==> src/rtl/imem_ctrl.sv <==
// Instruction RAM sequencer: arbitrates the single-port sync RAM between the
// program loader (LOAD) and the core fetch port (RUN), trapping misaligned PCs.
module imem_ctrl #(
  parameter int unsigned ADDR_WIDTH      = 32,
  parameter int unsigned INST_WIDTH      = 32,
  parameter int unsigned WORD_ADDR_WIDTH = 18,
  parameter logic [INST_WIDTH-1:0] NOP_INST = 32'h0000_0013
) (
  input  logic                       clk,
  input  logic                       rst,
  input  logic                       ld_en,
  input  logic                       ld_valid,
  input  logic [ADDR_WIDTH-1:0]      ld_addr,
  input  logic [INST_WIDTH-1:0]      ld_data,
  output logic                       ld_ready,
  output logic                       ld_err,
  output logic [WORD_ADDR_WIDTH:0]   ld_words,
  input  logic                       f_req,
  input  logic [ADDR_WIDTH-1:0]      f_pc,
  output logic                       f_ready,
  output logic                       f_valid,
  output logic [INST_WIDTH-1:0]      f_inst,
  output logic                       f_misalign,
  output logic                       core_stall,
  output logic [31:0]                fetch_cnt,
  output logic                       mem_en,
  output logic                       mem_we,
  output logic [WORD_ADDR_WIDTH-1:0] mem_addr,
  output logic [INST_WIDTH-1:0]      mem_wdata,
  input  logic [INST_WIDTH-1:0]      mem_rdata,
  output logic [1:0]                 dbg_state
);

  // Handshakes: a loader write is taken when ld_valid && ld_ready, a fetch when
  // f_req && f_ready; both ready signals depend only on state and ld_en.

  typedef enum logic [1:0] {
    S_IDLE = 2'd0,
    S_LOAD = 2'd1,
    S_RUN  = 2'd2
  } state_t;

  localparam logic [WORD_ADDR_WIDTH:0] LD_WORDS_MAX = {1'b1, {WORD_ADDR_WIDTH{1'b0}}};

  state_t state;
  state_t next_state;

  logic ld_acc;
  logic ld_aligned;
  logic ld_commit;
  logic f_acc;
  logic f_aligned;
  logic load_entry;

  assign dbg_state  = state;
  assign core_stall = (state != S_RUN);
  assign ld_ready   = (state == S_LOAD);
  assign f_ready    = (state == S_RUN) && !ld_en;

  assign ld_aligned = (ld_addr[1:0] == 2'b00);
  assign f_aligned  = (f_pc[1:0] == 2'b00);
  assign ld_acc     = ld_valid && ld_ready;
  assign f_acc      = f_req && f_ready;
  // Nothing reaches the RAM while reset is held, so a write in that cycle is lost.
  assign ld_commit  = ld_acc && ld_aligned && !rst;
  assign load_entry = (next_state == S_LOAD) && (state != S_LOAD);

  always_ff @(posedge clk) begin
    if (rst) state <= S_IDLE;
    else     state <= next_state;
  end

  always_comb begin
    next_state = state;
    case (state)
      S_IDLE:  next_state = ld_en ? S_LOAD : S_RUN;
      S_LOAD:  next_state = ld_en ? S_LOAD : S_RUN;
      S_RUN:   next_state = ld_en ? S_LOAD : S_RUN;
      default: next_state = S_IDLE;
    endcase
  end

  always_comb begin
    mem_en    = 1'b0;
    mem_we    = 1'b0;
    mem_addr  = '0;
    mem_wdata = '0;
    if (ld_commit) begin
      mem_en    = 1'b1;
      mem_we    = 1'b1;
      mem_addr  = ld_addr[WORD_ADDR_WIDTH+1:2];
      mem_wdata = ld_data;
    end else if (f_acc && f_aligned && !rst) begin
      mem_en   = 1'b1;
      mem_addr = f_pc[WORD_ADDR_WIDTH+1:2];
    end
  end

  always_ff @(posedge clk) begin
    if (rst) begin
      f_valid    <= 1'b0;
      f_misalign <= 1'b0;
      ld_err     <= 1'b0;
      ld_words   <= '0;
      fetch_cnt  <= '0;
    end else begin
      f_valid    <= f_acc;
      f_misalign <= f_acc && !f_aligned;
      ld_err     <= ld_acc && !ld_aligned;
      if (f_acc) fetch_cnt <= fetch_cnt + 32'd1;
      if (load_entry)
        ld_words <= '0;
      else if (ld_commit && ld_words != LD_WORDS_MAX)
        ld_words <= ld_words + 1'b1;
    end
  end

  always_comb begin
    f_inst = '0;
    if (f_valid) f_inst = f_misalign ? NOP_INST : mem_rdata;
  end

endmodule

==> config.mk <==
export PLATFORM = sky130hd
export DESIGN_NAME = imem_ctrl
export DESIGN_NICKNAME = d
export VERILOG_FILES = /design/src/rtl/imem_ctrl.sv
export SDC_FILE = /design/constraint.sdc
export NUM_CORES = 1
export LEC_CHECK = 0
export ABC_AREA = 1
export CORE_MARGIN = 3
export CORE_UTILIZATION = 38
export DETAILED_ROUTE_END_ITERATION = 8
export PLACE_DENSITY = 0.91
export SKIP_CTS_REPAIR_TIMING = 1
export SLEW_MARGIN = 10
export SYNTH_ARGS = -nofsm -noshare
export SYNTH_HDL_FRONTEND = slang
export SYNTH_SLANG_ARGS = --single-unit
==> constraint.sdc <==
create_clock -name clk -period 5.19 [get_ports clk]
set_input_delay 1.557 -clock clk [delete_from_list [all_inputs] [get_ports clk]]
set_output_delay 1.557 -clock clk [all_outputs]
set_load 0.01 [all_outputs]
After elaboration in Yosys (flattened, before gate mapping)
Cells that the tools add are included.
{"block": "op_classes", "addsub": 2, "reduce_logical": 20, "n_eq_ne": 6, "muxes": 10}
{"cell": "two-way mux 32 bit", "n": 3}
{"cell": "two-way mux 18 bit", "n": 2}
{"cell": "adder 32 x 1 -> 32 bit, second input constant", "n": 1}
{"cell": "adder 19 x 1 -> 19 bit, second input constant", "n": 1}
{"cell": "!= test 19 bit, second input constant", "n": 1}
{"cell": "logical AND 1 bit", "n": 11}
{"cell": "zero test 2 bit", "n": 3}
{"cell": "equality test 2 x 1 -> 1 bit, second input constant", "n": 2}
{"cell": "zero test 1 bit", "n": 4}
{"cell": "two-way mux 2 bit", "n": 2}
{"cell": "two-way mux 1 bit", "n": 3}
{"cell": "OR reduction 3 bit", "n": 1}
{"cell": "equality test 2 bit, second input constant", "n": 1}
{"cell": "!= test 2 x 1 -> 1 bit, second input constant", "n": 1}
{"cell": "!= test 2 bit, second input constant", "n": 1}
{"cell": "OR reduction 2 bit", "n": 1}
{"block": "totals", "ff_bits": 56, "elab_cells": 44, "in_bits": 133}

Logic depth before layout (Yosys ltp)
{"block": "logic_depth", "word_depth": 7, "depth_mapped": 9, "ltp_nobuf": 9}

Worst setup path before layout
Ideal clock, no wire load.
{"block": "synth_timing", "kind": "in2out", "start": "input ld_en", "end": "output mem_addr[0]", "t_arrival_ns": 2.435, "required_time_ns": 3.633, "cell_stages": 6, "slack_ns": 1.198, "cell_sequence": "inv_2 -> nand4_1 -> buf_4 -> nor2_1 -> buf_2 -> a32o_1"}
{"block": "synth_between", "elab_chain_len": 7}
{"item": "start: declaration", "line_no": "11", "text": "input logic ld_en,"}
{"item": "zero test 1 bit", "line_no": "58", "text": "assign f_ready = (state == S_RUN) && !ld_en;"}
{"item": "logical AND 1 bit", "line_no": "58"}
{"item": "logical AND 1 bit", "line_no": "63", "text": "assign f_acc = f_req && f_ready;"}
{"item": "logical AND 1 bit (2 in a row)", "line_no": "93", "text": "end else if (f_acc && f_aligned && !rst) begin"}
{"item": "two-way mux 18 bit", "line_no": "93"}
{"item": "two-way mux 18 bit", "line_no": "88", "text": "if (ld_commit) begin"}
{"item": "end: declaration", "line_no": "28", "text": "output logic [WORD_ADDR_WIDTH-1:0] mem_addr,"}
No other way between the ends.

Worst setup path in the final report
{"block": "layout_timing", "start": "input ld_addr[1]", "end": "output mem_addr[1]"}
{"block": "layout_between", "elab_chain_len": 4}
{"item": "start: declaration", "line_no": "13", "text": "input logic [ADDR_WIDTH-1:0] ld_addr,"}
{"item": "zero test 2 bit", "line_no": "60", "text": "assign ld_aligned = (ld_addr[1:0] == 2'b00);"}
{"item": "logical AND 1 bit (2 in a row)", "line_no": "65", "text": "assign ld_commit = ld_acc && ld_aligned && !rst;"}
{"item": "two-way mux 18 bit", "line_no": "88"}
No other way between the ends.

==> impl_metrics.py <==
metrics = {
    "run_status": {
        "status": "finished, final reports clean",
    },
    "detailed_routing": {
        "detail_route.iter0.violations": 271,
        "residual_drc": 0,
        "antenna_violating_nets_post_route": 0,
        "wire_per_inst_um": 16.6,
        "vias_per_cell": 4.83,
        "post_route_wl_um": 17500,
        "vias": 5099,
        "detailedRoute.firstPassIterationCount": 5,
    },
    "global_routing": {
        "grt_pass1_wl_um": 26300,
        "vias_in_the_first_global_route": 4784,
        "grtUsageTotal_pct": 29.6,
        "grt_start_max_net_pins": 30,
        "globalRouteOverflowTotal": 0,
        "grt_antenna_before_repair": 7,
    },
    "floorplanning": {
        "floorplan.rows": 36,
        "fp.dieArea_um2": 11400,
        "die_y_um": 107,
        "floorplan.initialDensity_pct": 39.2,
        "boundaryPins": 276,
        "fp.dieW_um": 107,
        "design.core.area_um2": 9820,
    },
    "place": {
        "dp_hpwl_um": 14100,
        "gp_congestion": 0.960,
        "placement.io_buffers": 251,
    },
    "yosys": {
        "synth-warning-count": 0,
        "postSynthCellCount": 671,
        "ys_seq_elements": 56,
        "post_synth_instance_area_um2": 3850,
        "yosysSeqAreaShare_pct": 29.1,
        "mappedNetlistNets": 807,
        "distinct_cells_synth": 28,
        "syn_avg_cell_area_um2": 5.73,
    },
    "timing": {
        "max_slew_margin_pct": 38.6,
        "worstMarginPinSlew_ns": 0.921,
        "timing.final.crit_share_pct": 97.3,
        "period_needed_ns": 5.05,
        "clock_skew_ns": 0.00675,
        "finalSetupViolCount": 0,
        "slew_viol_final": 0,
        "setup_repair_after_global_routing_missed_its_margin": "no",
        "timing.final.hold_violations": 0,
        "fmax_mhz": 198,
        "totalNegativeSetupSlack_ns": 0,
    },
    "worst_setup_path": {
        "cp.arrival_ns": 3.49,
        "worstPathMaxFanout": 17,
        "timing.setup.critical_path_class": "in2out",
        "startpoint_kind_of_the_worst_setup_timing_path": "input port",
        "crit_start": "ld_addr[1]",
        "critPathCaptureType": "output pin",
        "worstReg2RegStart": "dbg_state[0]$_SDFF_PP0_",
        "data_required_time_at_the_worst_endpoint_ns": 3.63,
    },
    "power": {
        "leakagePower_uw": 0.00272,
        "maximum_vdd_drop_v": 0.0000978,
        "total_power_uw": 852,
        "power.density_cell_area_nw_per_um2": 128,
    },
    "layout": {
        "layout.nets": 1056,
        "layout_commonest_cell": "clkdlybuf4s50_1",
        "area_growth_syn_to_layout_pct": 72.4,
        "n_fill_cell": 881,
        "most-common-layout-cells": "clkdlybuf4s50_1 (251), nor2_1 (159), nand2_1 (136)",
        "drive_gt1_share_pct": 3.47,
    },
    "clock_network": {
        "cts.htree.levels": 2,
        "tritoncts": "done",
        "cts_sinks": 56,
        "numCtsBuffers": 5,
        "cts_buffer_depth": 2,
        "clk_root_buffer_cell": "clkbuf_8",
        "path_clk_slew_ns": 0.12,
        "clock_insertion_delay_worst_skew_ns": 0.33,
    },
    "hold_path": {
        "holdCritPathClass": "reg2reg",
        "min_from": "fetch_cnt[9]$_SDFFE_PP0P_",
    },
    "flow_run": {
        "timing.max_cap.violations": 0,
    },
}
[metrics by stage]
stage / cell area [um^2] / hold slack [ns] / setup slack, ns / instances / utilization [%]
after floorplan: 3850 / 0.492 / 1.20 / 671 / -
after global placement: 6530 / 0.482 / 0.175 / 1046 / 66.5
after detailed placement: 6530 / 0.481 / 0.157 / 1046 / 66.5
after CTS: 6630 / 0.499 / 0.142 / 1054 / 67.5
after global routing: 6630 / 0.518 / 0.0616 / 1055 / 67.5
final: 6630 / 0.500 / 0.140 / 1056 / 67.6
[worst max-delay path: stages]
cell and delay (ns):
clkdlybuf4s50_1 0.40, nor2_1 0.27, nand4_2 0.23, inv_2 0.16, buf_12 0.16, a32o_1 0.17, clkdlybuf4s50_1 0.55
[final timing paths]
kind | to | slack, ns | cells past startpoint
max | mem_addr[1] | 0.14 | 7
min | fetch_cnt[9]$_SDFFE_PP0P_ | 0.50 | 2
max reg2reg | ld_words[10]$_SDFFE_PP0P_ | 2.91 | 8
min reg2reg | fetch_cnt[9]$_SDFFE_PP0P_ | 0.50 | 2
[cell type report]
cell class	instances	area [um^2]	share of cell area (%)
well taps	133	166	2.51
clock inverters	3	26.3	0.396
inverters	137	514	7.75
repair buffers	262	2610	39.3
diodes	2	5.00	0.0754
multi-input cells	458	2120	32.0
clock buffers	5	68.8	1.04
flip-flops and latches	56	1120	16.9
[synth_stat cells]
cell | instances | area share, %
nor2_1 | 159 | 16
nand2_1 | 136 | 13
inv_1 | 133 | 13
dfxtp_1 | 56 | 29
nand3_1 | 45 | 5.9
a21oi_1 | 32 | 4.2
nand4_1 | 14 | 2.3
o21ai_0 | 14 | 1.8
a32o_1 | 13 | 3.4
clkbuf_1 | 11 | 1.1
nor3_1 | 9 | 1.2
xnor2_1 | 8 | 1.8
buf_2 | 7 | 0.91
o21ai_1 | 7 | 0.91
xor2_1 | 5 | 1.1
inv_2 | 4 | 0.39
ha_1 | 3 | 0.98
nor2_2 | 3 | 0.49
nand3b_1 | 2 | 0.39
nor3_2 | 2 | 0.52
a21oi_2 | 1 | 0.23
buf_1 | 1 | 0.097
buf_4 | 1 | 0.20
nand4_2 | 1 | 0.33
nor3_4 | 1 | 0.42
nor3b_1 | 1 | 0.20
o21bai_1 | 1 | 0.20
or2_2 | 1 | 0.16
[sequential cells by signal, summed over array words and instances (netlist names)]
| signal | count |
|---|---|
| fetch_cnt | 32 |
| ld_words | 19 |
| dbg_state | 2 |
| f_misalign | 1 |
| f_valid | 1 |
| ld_err | 1 |
[logic make-up (layout without fill, tap and decap cells)]
| group | count (synthesis) | in the layout | share of synthesized area (%) |
|---|---|---|---|
| compound gates | 68 | 68 | 10.7 |
| buf+inv | 157 | 407 | 15.6 |
| fa+ha+maj | 3 | 3 | 0.976 |
| other cells | 0 | 2 | 0 |
| flops | 56 | 56 | 29.1 |
| simple gates | 374 | 374 | 40.6 |
| xor+xnor | 13 | 13 | 2.96 |
[per-layer routing]
layer  global-route usage (%)  up-vias  routed length [um]
li1                         -     2563                   -
met1                     38.2     2268                7220
met2                     46.8      222                7700
met3                     12.0       36                2170
met4                     6.30       10                 346
met5                        0        -                  60
[where the power goes]
part           leakage, uW  internal [uW]  switching, uW
clock network    0.0000491            100            167
logic              0.00222           95.1           56.6
registers         0.000452            431           2.35
(Power assumes the default switching activity.)
